--- config.mk ---
export PLATFORM = sky130hd
export DESIGN_NAME = scan_chain_shifter_flat
export DESIGN_NICKNAME = d
export VERILOG_FILES = /design/src/rtl/scan_chain_shifter_if.sv /design/src/rtl/scan_chain_shifter.sv /design/src/flat_wrapper.sv
export SDC_FILE = /design/constraint.sdc
export NUM_CORES = 1
export LEC_CHECK = 0
export ABC_AREA = 1
export ABC_CLOCK_PERIOD_IN_PS = 5100
export BUFFER_PORTS_ARGS = -buffer_cell sky130_fd_sc_hd__buf_2
export CELL_PAD_IN_SITES_DETAIL_PLACEMENT = 0
export CELL_PAD_IN_SITES_GLOBAL_PLACEMENT = 2
export CORE_MARGIN = 4
export CORE_UTILIZATION = 25
export CTS_BUF_LIST = sky130_fd_sc_hd__clkbuf_8 sky130_fd_sc_hd__clkbuf_16
export DETAILED_ROUTE_END_ITERATION = 10
export GPL_ROUTABILITY_DRIVEN = 0
export PLACE_DENSITY = 0.68
export SYNTH_ARGS = -nofsm -noshare
export SYNTH_HDL_FRONTEND = slang
export SYNTH_SLANG_ARGS = --single-unit
--- constraint.sdc ---
create_clock -name wb_clk_i -period 5.1 [get_ports wb_clk_i]
set_clock_uncertainty 0.15 [all_clocks]
set_input_delay 0.51 -clock wb_clk_i [delete_from_list [all_inputs] [get_ports wb_clk_i]]
set_output_delay 0.51 -clock wb_clk_i [all_outputs]
set_load 0.02 [all_outputs]
--- src/rtl/scan_chain_shifter_if.sv ---
// Word streams between the management side and the scan-chain shifter:
// din carries words to serialise, dout carries captured readback words.
interface scan_chain_shifter_if #(
    parameter int unsigned WORD_W = 32
);
    logic [WORD_W-1:0] din;
    logic              din_valid;
    logic              din_ready;
    logic [WORD_W-1:0] dout;
    logic              dout_valid;
    logic              dout_ready;

    // Producer of din / consumer of dout.
    modport master (
        output din, din_valid, dout_ready,
        input  din_ready, dout, dout_valid
    );

    // The shifter itself.
    modport slave (
        input  din, din_valid, dout_ready,
        output din_ready, dout, dout_valid
    );
endinterface

--- src/rtl/scan_chain_shifter.sv ---
// Scan-chain stimulus/readback engine: serialises din words LSB-first into
// sc_head, one shift_en pulse per bit, and packs sc_tail bits into dout words.
module scan_chain_shifter #(
    parameter int unsigned WORD_W = 32,
    parameter int unsigned LEN_W  = 16
) (
    input  logic             wb_clk_i,
    input  logic             wb_rst_i,
    input  logic             start,
    input  logic [LEN_W-1:0] chain_len,
    scan_chain_shifter_if.slave bus,
    output logic             sc_head,
    input  logic             sc_tail,
    output logic             shift_en,
    output logic             busy,
    output logic             done
);
    localparam int unsigned IDX_W = $clog2(WORD_W);

    typedef enum logic [2:0] {
        StIdle,
        StFetch,
        StShift,
        StDrain,
        StFinish
    } state_e;

    state_e            state_q, state_d;
    logic [LEN_W-1:0]  remaining_q, remaining_d;
    logic [WORD_W-1:0] shreg_q, shreg_d;
    logic [WORD_W-1:0] cap_q, cap_d;
    logic [IDX_W-1:0]  bit_idx_q, bit_idx_d;

    // State register; reset abandons any transfer with no done pulse.
    always_ff @(posedge wb_clk_i or posedge wb_rst_i) begin
        if (wb_rst_i) begin
            state_q     <= StIdle;
            remaining_q <= '0;
            shreg_q     <= '0;
            cap_q       <= '0;
            bit_idx_q   <= '0;
        end else begin
            state_q     <= state_d;
            remaining_q <= remaining_d;
            shreg_q     <= shreg_d;
            cap_q       <= cap_d;
            bit_idx_q   <= bit_idx_d;
        end
    end

    // Next-state logic: fetch a word, shift it out bit by bit, drain the capture.
    always_comb begin
        state_d     = state_q;
        remaining_d = remaining_q;
        shreg_d     = shreg_q;
        cap_d       = cap_q;
        bit_idx_d   = bit_idx_q;

        unique case (state_q)
            StIdle: begin
                if (start) begin
                    if (chain_len != '0) begin
                        remaining_d = chain_len;
                        state_d     = StFetch;
                    end else begin
                        // Empty chain: just report completion.
                        state_d = StFinish;
                    end
                end
            end
            StFetch: begin
                if (bus.din_valid) begin
                    shreg_d   = bus.din;
                    bit_idx_d = '0;
                    state_d   = StShift;
                end
            end
            StShift: begin
                // sc_tail still shows the pre-shift tail at this edge.
                cap_d[bit_idx_q] = sc_tail;
                shreg_d          = shreg_q >> 1;
                bit_idx_d        = bit_idx_q + 1'b1;
                remaining_d      = remaining_q - 1'b1;
                if (bit_idx_q == IDX_W'(WORD_W - 1) || remaining_q == LEN_W'(1)) begin
                    state_d = StDrain;
                end
            end
            StDrain: begin
                if (bus.dout_ready) begin
                    cap_d   = '0;
                    state_d = (remaining_q == '0) ? StFinish : StFetch;
                end
            end
            StFinish: begin
                state_d = StIdle;
            end
            default: begin
                state_d = StIdle;
            end
        endcase
    end

    // Outputs decode from registered state only.
    always_comb begin
        shift_en       = (state_q == StShift);
        sc_head        = shift_en & shreg_q[0];
        busy           = (state_q == StFetch) || (state_q == StShift) || (state_q == StDrain);
        done           = (state_q == StFinish);
        bus.din_ready  = (state_q == StFetch);
        bus.dout_valid = (state_q == StDrain);
        bus.dout       = cap_q;
    end
endmodule
--- src/flat_wrapper.sv ---
// flat-port wrapper written by rule: the top's interface ports become plain ports
module scan_chain_shifter_flat 
#(
    parameter int unsigned WORD_W = 32,
    parameter int unsigned LEN_W  = 16
)
  (wb_clk_i, wb_rst_i, start, chain_len, sc_head, sc_tail, shift_en, busy, done, bus_din, bus_din_valid, bus_dout_ready, bus_din_ready, bus_dout, bus_dout_valid);
  scan_chain_shifter_if #(.WORD_W(WORD_W)) bus_i ();
  input  logic wb_clk_i;
  input  logic wb_rst_i;
  input  logic start;
  input  logic [LEN_W-1:0] chain_len;
  output logic sc_head;
  input  logic sc_tail;
  output logic shift_en;
  output logic busy;
  output logic done;
  input wire logic [$bits(bus_i.din)-1:0] bus_din;
  input wire logic [$bits(bus_i.din_valid)-1:0] bus_din_valid;
  input wire logic [$bits(bus_i.dout_ready)-1:0] bus_dout_ready;
  output wire logic [$bits(bus_i.din_ready)-1:0] bus_din_ready;
  output wire logic [$bits(bus_i.dout)-1:0] bus_dout;
  output wire logic [$bits(bus_i.dout_valid)-1:0] bus_dout_valid;
  assign bus_i.din = bus_din;
  assign bus_i.din_valid = bus_din_valid;
  assign bus_i.dout_ready = bus_dout_ready;
  assign bus_din_ready = bus_i.din_ready;
  assign bus_dout = bus_i.dout;
  assign bus_dout_valid = bus_i.dout_valid;
  scan_chain_shifter #(.WORD_W(WORD_W), .LEN_W(LEN_W)) u_core (.wb_clk_i(wb_clk_i), .wb_rst_i(wb_rst_i), .start(start), .chain_len(chain_len), .bus(bus_i), .sc_head(sc_head), .sc_tail(sc_tail), .shift_en(shift_en), .busy(busy), .done(done));
endmodule
# Word level (Yosys, flattened, before mapping)
# Index checks and enable logic that the tools add are counted.
word_totals:
  register_bits: 88
  wordCells: 54
classes:
  n_addsub: 2
  order_cmp: 2
  n_eq_ne: 11
  muxes: 19
  n_bitwise: 1
  reduce_logical: 14
ops:
  columns: ["cell", "count"]
  rows:
  - ["$pmux W32 S2", 2]
  - ["$mux W32", 2]
  - ["$bwmux W32", 1]
  - ["$mux W16", 2]
  - ["$pmux W16 S2", 1]
  - ["$mux W3", 6]
  - ["$eq A16 B1 Y1 const B", 1]
  - ["$logic_not A16 Y1", 1]
  - ["$reduce_bool A16 Y1", 1]
  - ["$sub A16 B1 Y16 const B", 1]
  - ["$pmux W3 S4", 1]
  - ["$pmux W5 S2", 1]
  - ["$eq A3 B2 Y1 const B", 2]
  - ["$lt A5 B6 Y1 const B", 1]
  - ["$ne A2 B2 Y1 const B", 3]
  - ["$reduce_bool A2 Y1", 3]
  - ["$add A5 B1 Y5 const B", 1]
  - ["$demux W1 S5", 1]
  - ["$eq A5 B5 Y1 const B", 1]
  - ["$ge A5 B1 Y1 const B", 1]
  - ["$mux W5", 1]
  - ["$ne A2 B1 Y1 const B", 2]
  - ["$reduce_and A2 Y1", 2]
  - ["$reduce_and A4 Y1", 1]
  - ["8 further kinds", 10]

# Logic depth before layout (Yosys ltp)
logic_depth:
  depth_word: 6
  mapped_depth: 10

# Worst setup path before layout
# Ideal clock, no wire load.
synth_timing:
  path_kind: "register to output"
  start: "register u_core.state_q[0]"
  end: "output sc_head"
  t_arrival_ns: 1.276
  required_ns: 4.440
  path_slack_ns: 3.164
  path_stages_with_launch: 6
  cell_sequence: "dfrtp_1 -> nor2_2 -> nand2_2 -> buf_6 -> buf_2 -> nor2_1"
synth_between:
  elab_chain_cells: 2
synth_lines:
  columns: ["element", "line", "source"]
  rows:
  - ["start: declaration", "scan_chain_shifter.sv:28", "state_e state_q, state_d;"]
  - ["start signal: assignment", "scan_chain_shifter.sv:37", "state_q <= StIdle;"]
  - ["start signal: assignment", "scan_chain_shifter.sv:43", "state_q <= state_d;"]
  - ["$eq A3 B2 Y1", "scan_chain_shifter.sv:105", "shift_en = (state_q == StShift);"]
  - ["$and A1 B1 Y1", "scan_chain_shifter.sv:106", "sc_head = shift_en & shreg_q[0];"]
  - ["end: declaration", "flat_wrapper.sv:13", "output logic sc_head;"]
# No other way between the ends.

# Final worst setup path
layout_timing:
  start: "register u_core.state_q[2]"
  end: "output shift_en"
layout_between:
  elab_chain_cells: 1
layout_lines:
  columns: ["element", "line", "source"]
  rows:
  - ["$eq A3 B2 Y1", "scan_chain_shifter.sv:105", null]
  - ["end: declaration", "flat_wrapper.sv:15", "output logic shift_en;"]
# No other way between the ends.

==> flow_metrics.tcl <==
set metrics [dict create \
    status "completed" \
    insertion_delay_ns 0.35 \
    io_buffers 91 \
    tightest_slew_ns 1.039 \
    r2r-end "u_core.bus.dout[8]$_DFFE_PP0P_" \
    crit_path_end "shift_en" \
    coreArea_um2 19530 \
    pwr-share-comb_pct 43.8 \
    worst_slack_ns 2.323 \
    synth_most_common_cell "nand2_1" \
    netlist.area_leader.share_pct 44.37 \
    critPathRequiredTime_ns 4.44 \
    floorplan.die_area_um2 22170 \
    power_mw 3.312 \
    crit_fanout 35 \
    cts_tree "done" \
    hold_violations 0 \
    yosysTopAreaCell "dfrtp_1" \
    grt_pass1_wl_mm 23.05 \
    clock_path_buffers 2 \
    nets 809 \
    num_rows 51 \
    routedWlPerCell_um 13.41 \
    grt_max_degree 70 \
    post-route-period-util_pct 54.45 \
    grt_pass1_vias 4489 \
    r2r_cells 5 \
    areaGrowthSynthToFinish_pct 19.26 \
    wl_mm 13.65 \
    num-fill-cells 2186 \
    ys_ff_latch 88 \
    cts.sinks 88 \
    drv_slew 0 \
    p_per_area_nw_per_um2 559.5 \
    dr.pass1.iters 4 \
    place_inst 1002 \
    root_buffer "clkbuf_16" \
    grt-ovfl-total 0 \
    p_sw_mw 1.470 \
    start_util_pct 25.42 \
    ys_seq_area_share_pct 44.37 \
    grt_util_all_layers_pct 12.84 \
    via_per_inst 4.491 \
    cp_slowest_stage_delay_ns 0.47 \
    hp-class "input pin to asynchronous set/reset pin" \
    pre_cts_ws_ns 2.666 \
    clock_power_share_pct 23.9 \
    min_period_ns 2.777 \
    drive_above_1_share_pct 16.33 \
    ys_async_sr_fraction_pct 100.0 \
    p_seq_share_pct 32.3 \
    rrSetupSlack_ns 2.72 \
    io_pins 92 \
    vias 4572 \
    ant_nets 0 \
    netlist_instances 678 \
    yosys_warnings 0 \
    max-slew-margin-rel_pct 30.74 \
    netlist_top_cells_area "dfrtp_1, nand2_1, o21ai_0" \
    antenna_cells 0 \
    antenna_found_initial 0 \
    die_width_um 148.9 \
    max_freq_mhz 360.1 \
    crit_type "flop to output port" \
    p_int_mw 1.842 \
    end_kind "output port" \
    synth_common_cells "nand2_1, dfrtp_1, o21ai_0" \
    synth_fp_nets 739 \
    finalSetupTns_ns 0 \
    yosys.cell_types.count 30 \
    drt_iter0_drc 350 \
    drc 0 \
    cts_resized 0 \
    switching_share_pct 44.37 \
    drv_cap 0 \
    clk_pin_slew_ns 0.07 \
    synth_edf_count 0 \
    setup_violations 0 \
    holdWs_ns 0.2062 \
    crit_path_cell_trace "nor2_2 -> nand2_2 -> inv_4 -> buf_2" \
    rsz0062_at_grt "false" \
    synth_area_per_cell_um2 7.321 \
    startpoint_type "flop" \
    synth_flop_cell "dfrtp_1" \
    reg2reg_from "u_core.state_q[2]$_DFFE_PP0P_" \
    hpwl_mm 9.265 \
    layout.cells.non_filler 1018 \
    cts_setup_buffers 0 \
    synthesis.area_um2 4964 \
    postCtsHoldBufs 0 \
    p_leak_nw 2.885 \
    vdd_drop_max_mv 0.2536 \
    cts_buffers 9 \
    cp_data_arrival_time_ns 2.12 \
    cts_max_level 3 \
    cp-startpoint "u_core.state_q[2]$_DFFE_PP0P_" \
    die_h_um 148.9 \
    worst_path_max_delay_cell "inv_4" \
]
[metrics by stage]
step / instance area, µm² / utilization, %
final: 5919 / 30.32
after global routing: 5919 / 30.32
after CTS: 5919 / 30.32
after detailed placement: 5570 / 28.53
after global placement: 5570 / 28.53
after floorplan: 4964 / -
[power groups by stage]
stage | sequential [mW] | clock, mW | combinational [mW]
4_1_cts | 1.07 | 0.822 | 1.47
6_report | 1.07 | 0.791 | 1.45
5_1_grt | 1.10 | 0.846 | 1.70
2_1_floorplan | 1.06 | 0 | 1.18
3_5_place_dp | 1.08 | 0 | 1.46
3_3_place_gp | 1.08 | 0 | 1.45
[cell usage in the layout, fill, tap and decap left out]
cell        instances
nand3b_1            5
o31ai_1            32
buf_2              91
xor2_1              1
nand4_1             2
buf_4               4
nor2_1             51
nor3_4              1
o21ai_0            87
nor2_2              1
inv_1              60
clkbuf_16           9
o21bai_1            4
inv_6               3
ha_1                7
inv_4               1
o211ai_1            4
a21oi_1             2
clkinvlp_4          1
o21ai_1            16
nand2_4             1
dfrtp_1            88
nand2_1           233
o21ai_2             1
inv_2               3
nand2_2             2
bufinv_16           3
o21ai_4             1
and2_1              1
o22ai_1             2
nand3_1            32
nor3_1              3
clkinv_2            1
[state kept, by name, indices dropped and copies added, names as in the netlist]
name,cells
u_core.bus.dout,32
u_core.shreg_q,32
u_core.remaining_q,16
u_core.bit_idx_q,5
u_core.state_q,3
[routing by layer]
layer	up-vias	global-route usage, %	wire length (µm)
li1	2335	-	-
met1	2093	17.41	6586
met2	124	20.03	6089
met3	20	3.707	717
met4	0	3.661	255
met5	-	0	0
[layout make-up]
type / instances / area, µm² / share of cell area, %
Timing Repair Buffer: 95 / 485.5 / 8.201
Multi-Input combinational cell: 489 / 2303 / 38.91
Inverter: 65 / 247.7 / 4.185
Clock inverter: 7 / 123.9 / 2.093
Tap cell: 265 / 331.6 / 5.601
Clock buffer: 9 / 225.2 / 3.805
Sequential cell: 88 / 2202 / 37.20
[worst max-delay path, delay by kind of cell, from the launching register on]
family        cells  cell delay (ns)
buf+inv           2             0.72
simple gates      2             0.56
flops             1             0.46
[worst min-delay path by stage]
stage                                                    end                                from  slack, ns
after floorplan           u_core.remaining_q[15]$_DFFE_PP0P_  u_core.remaining_q[15]$_DFFE_PP0P_       0.32
after global placement        u_core.bus.dout[0]$_DFFE_PP0P_      u_core.bus.dout[0]$_DFFE_PP0P_       0.31
after detailed placement      u_core.bus.dout[1]$_DFFE_PP0P_      u_core.bus.dout[1]$_DFFE_PP0P_       0.32
after CTS                     u_core.shreg_q[31]$_DFFE_PP0P_                         bus_din[31]       0.24
after global routing          u_core.shreg_q[31]$_DFFE_PP0P_                         bus_din[31]       0.25
final                         u_core.bus.dout[2]$_DFFE_PP0P_                            wb_rst_i       0.21
[kinds of logic after synthesis]
logic type,Yosys count,synth area share (%)
AOI/OAI and AO/OA,149,17.39
xor gates and xnor gates,1,0.1765
adders and majority gates,7,1.764
buffers and inverters,101,9.226
DFF,88,44.37
and+or+nand+nor,332,27.07
(Power assumes the default switching activity.)
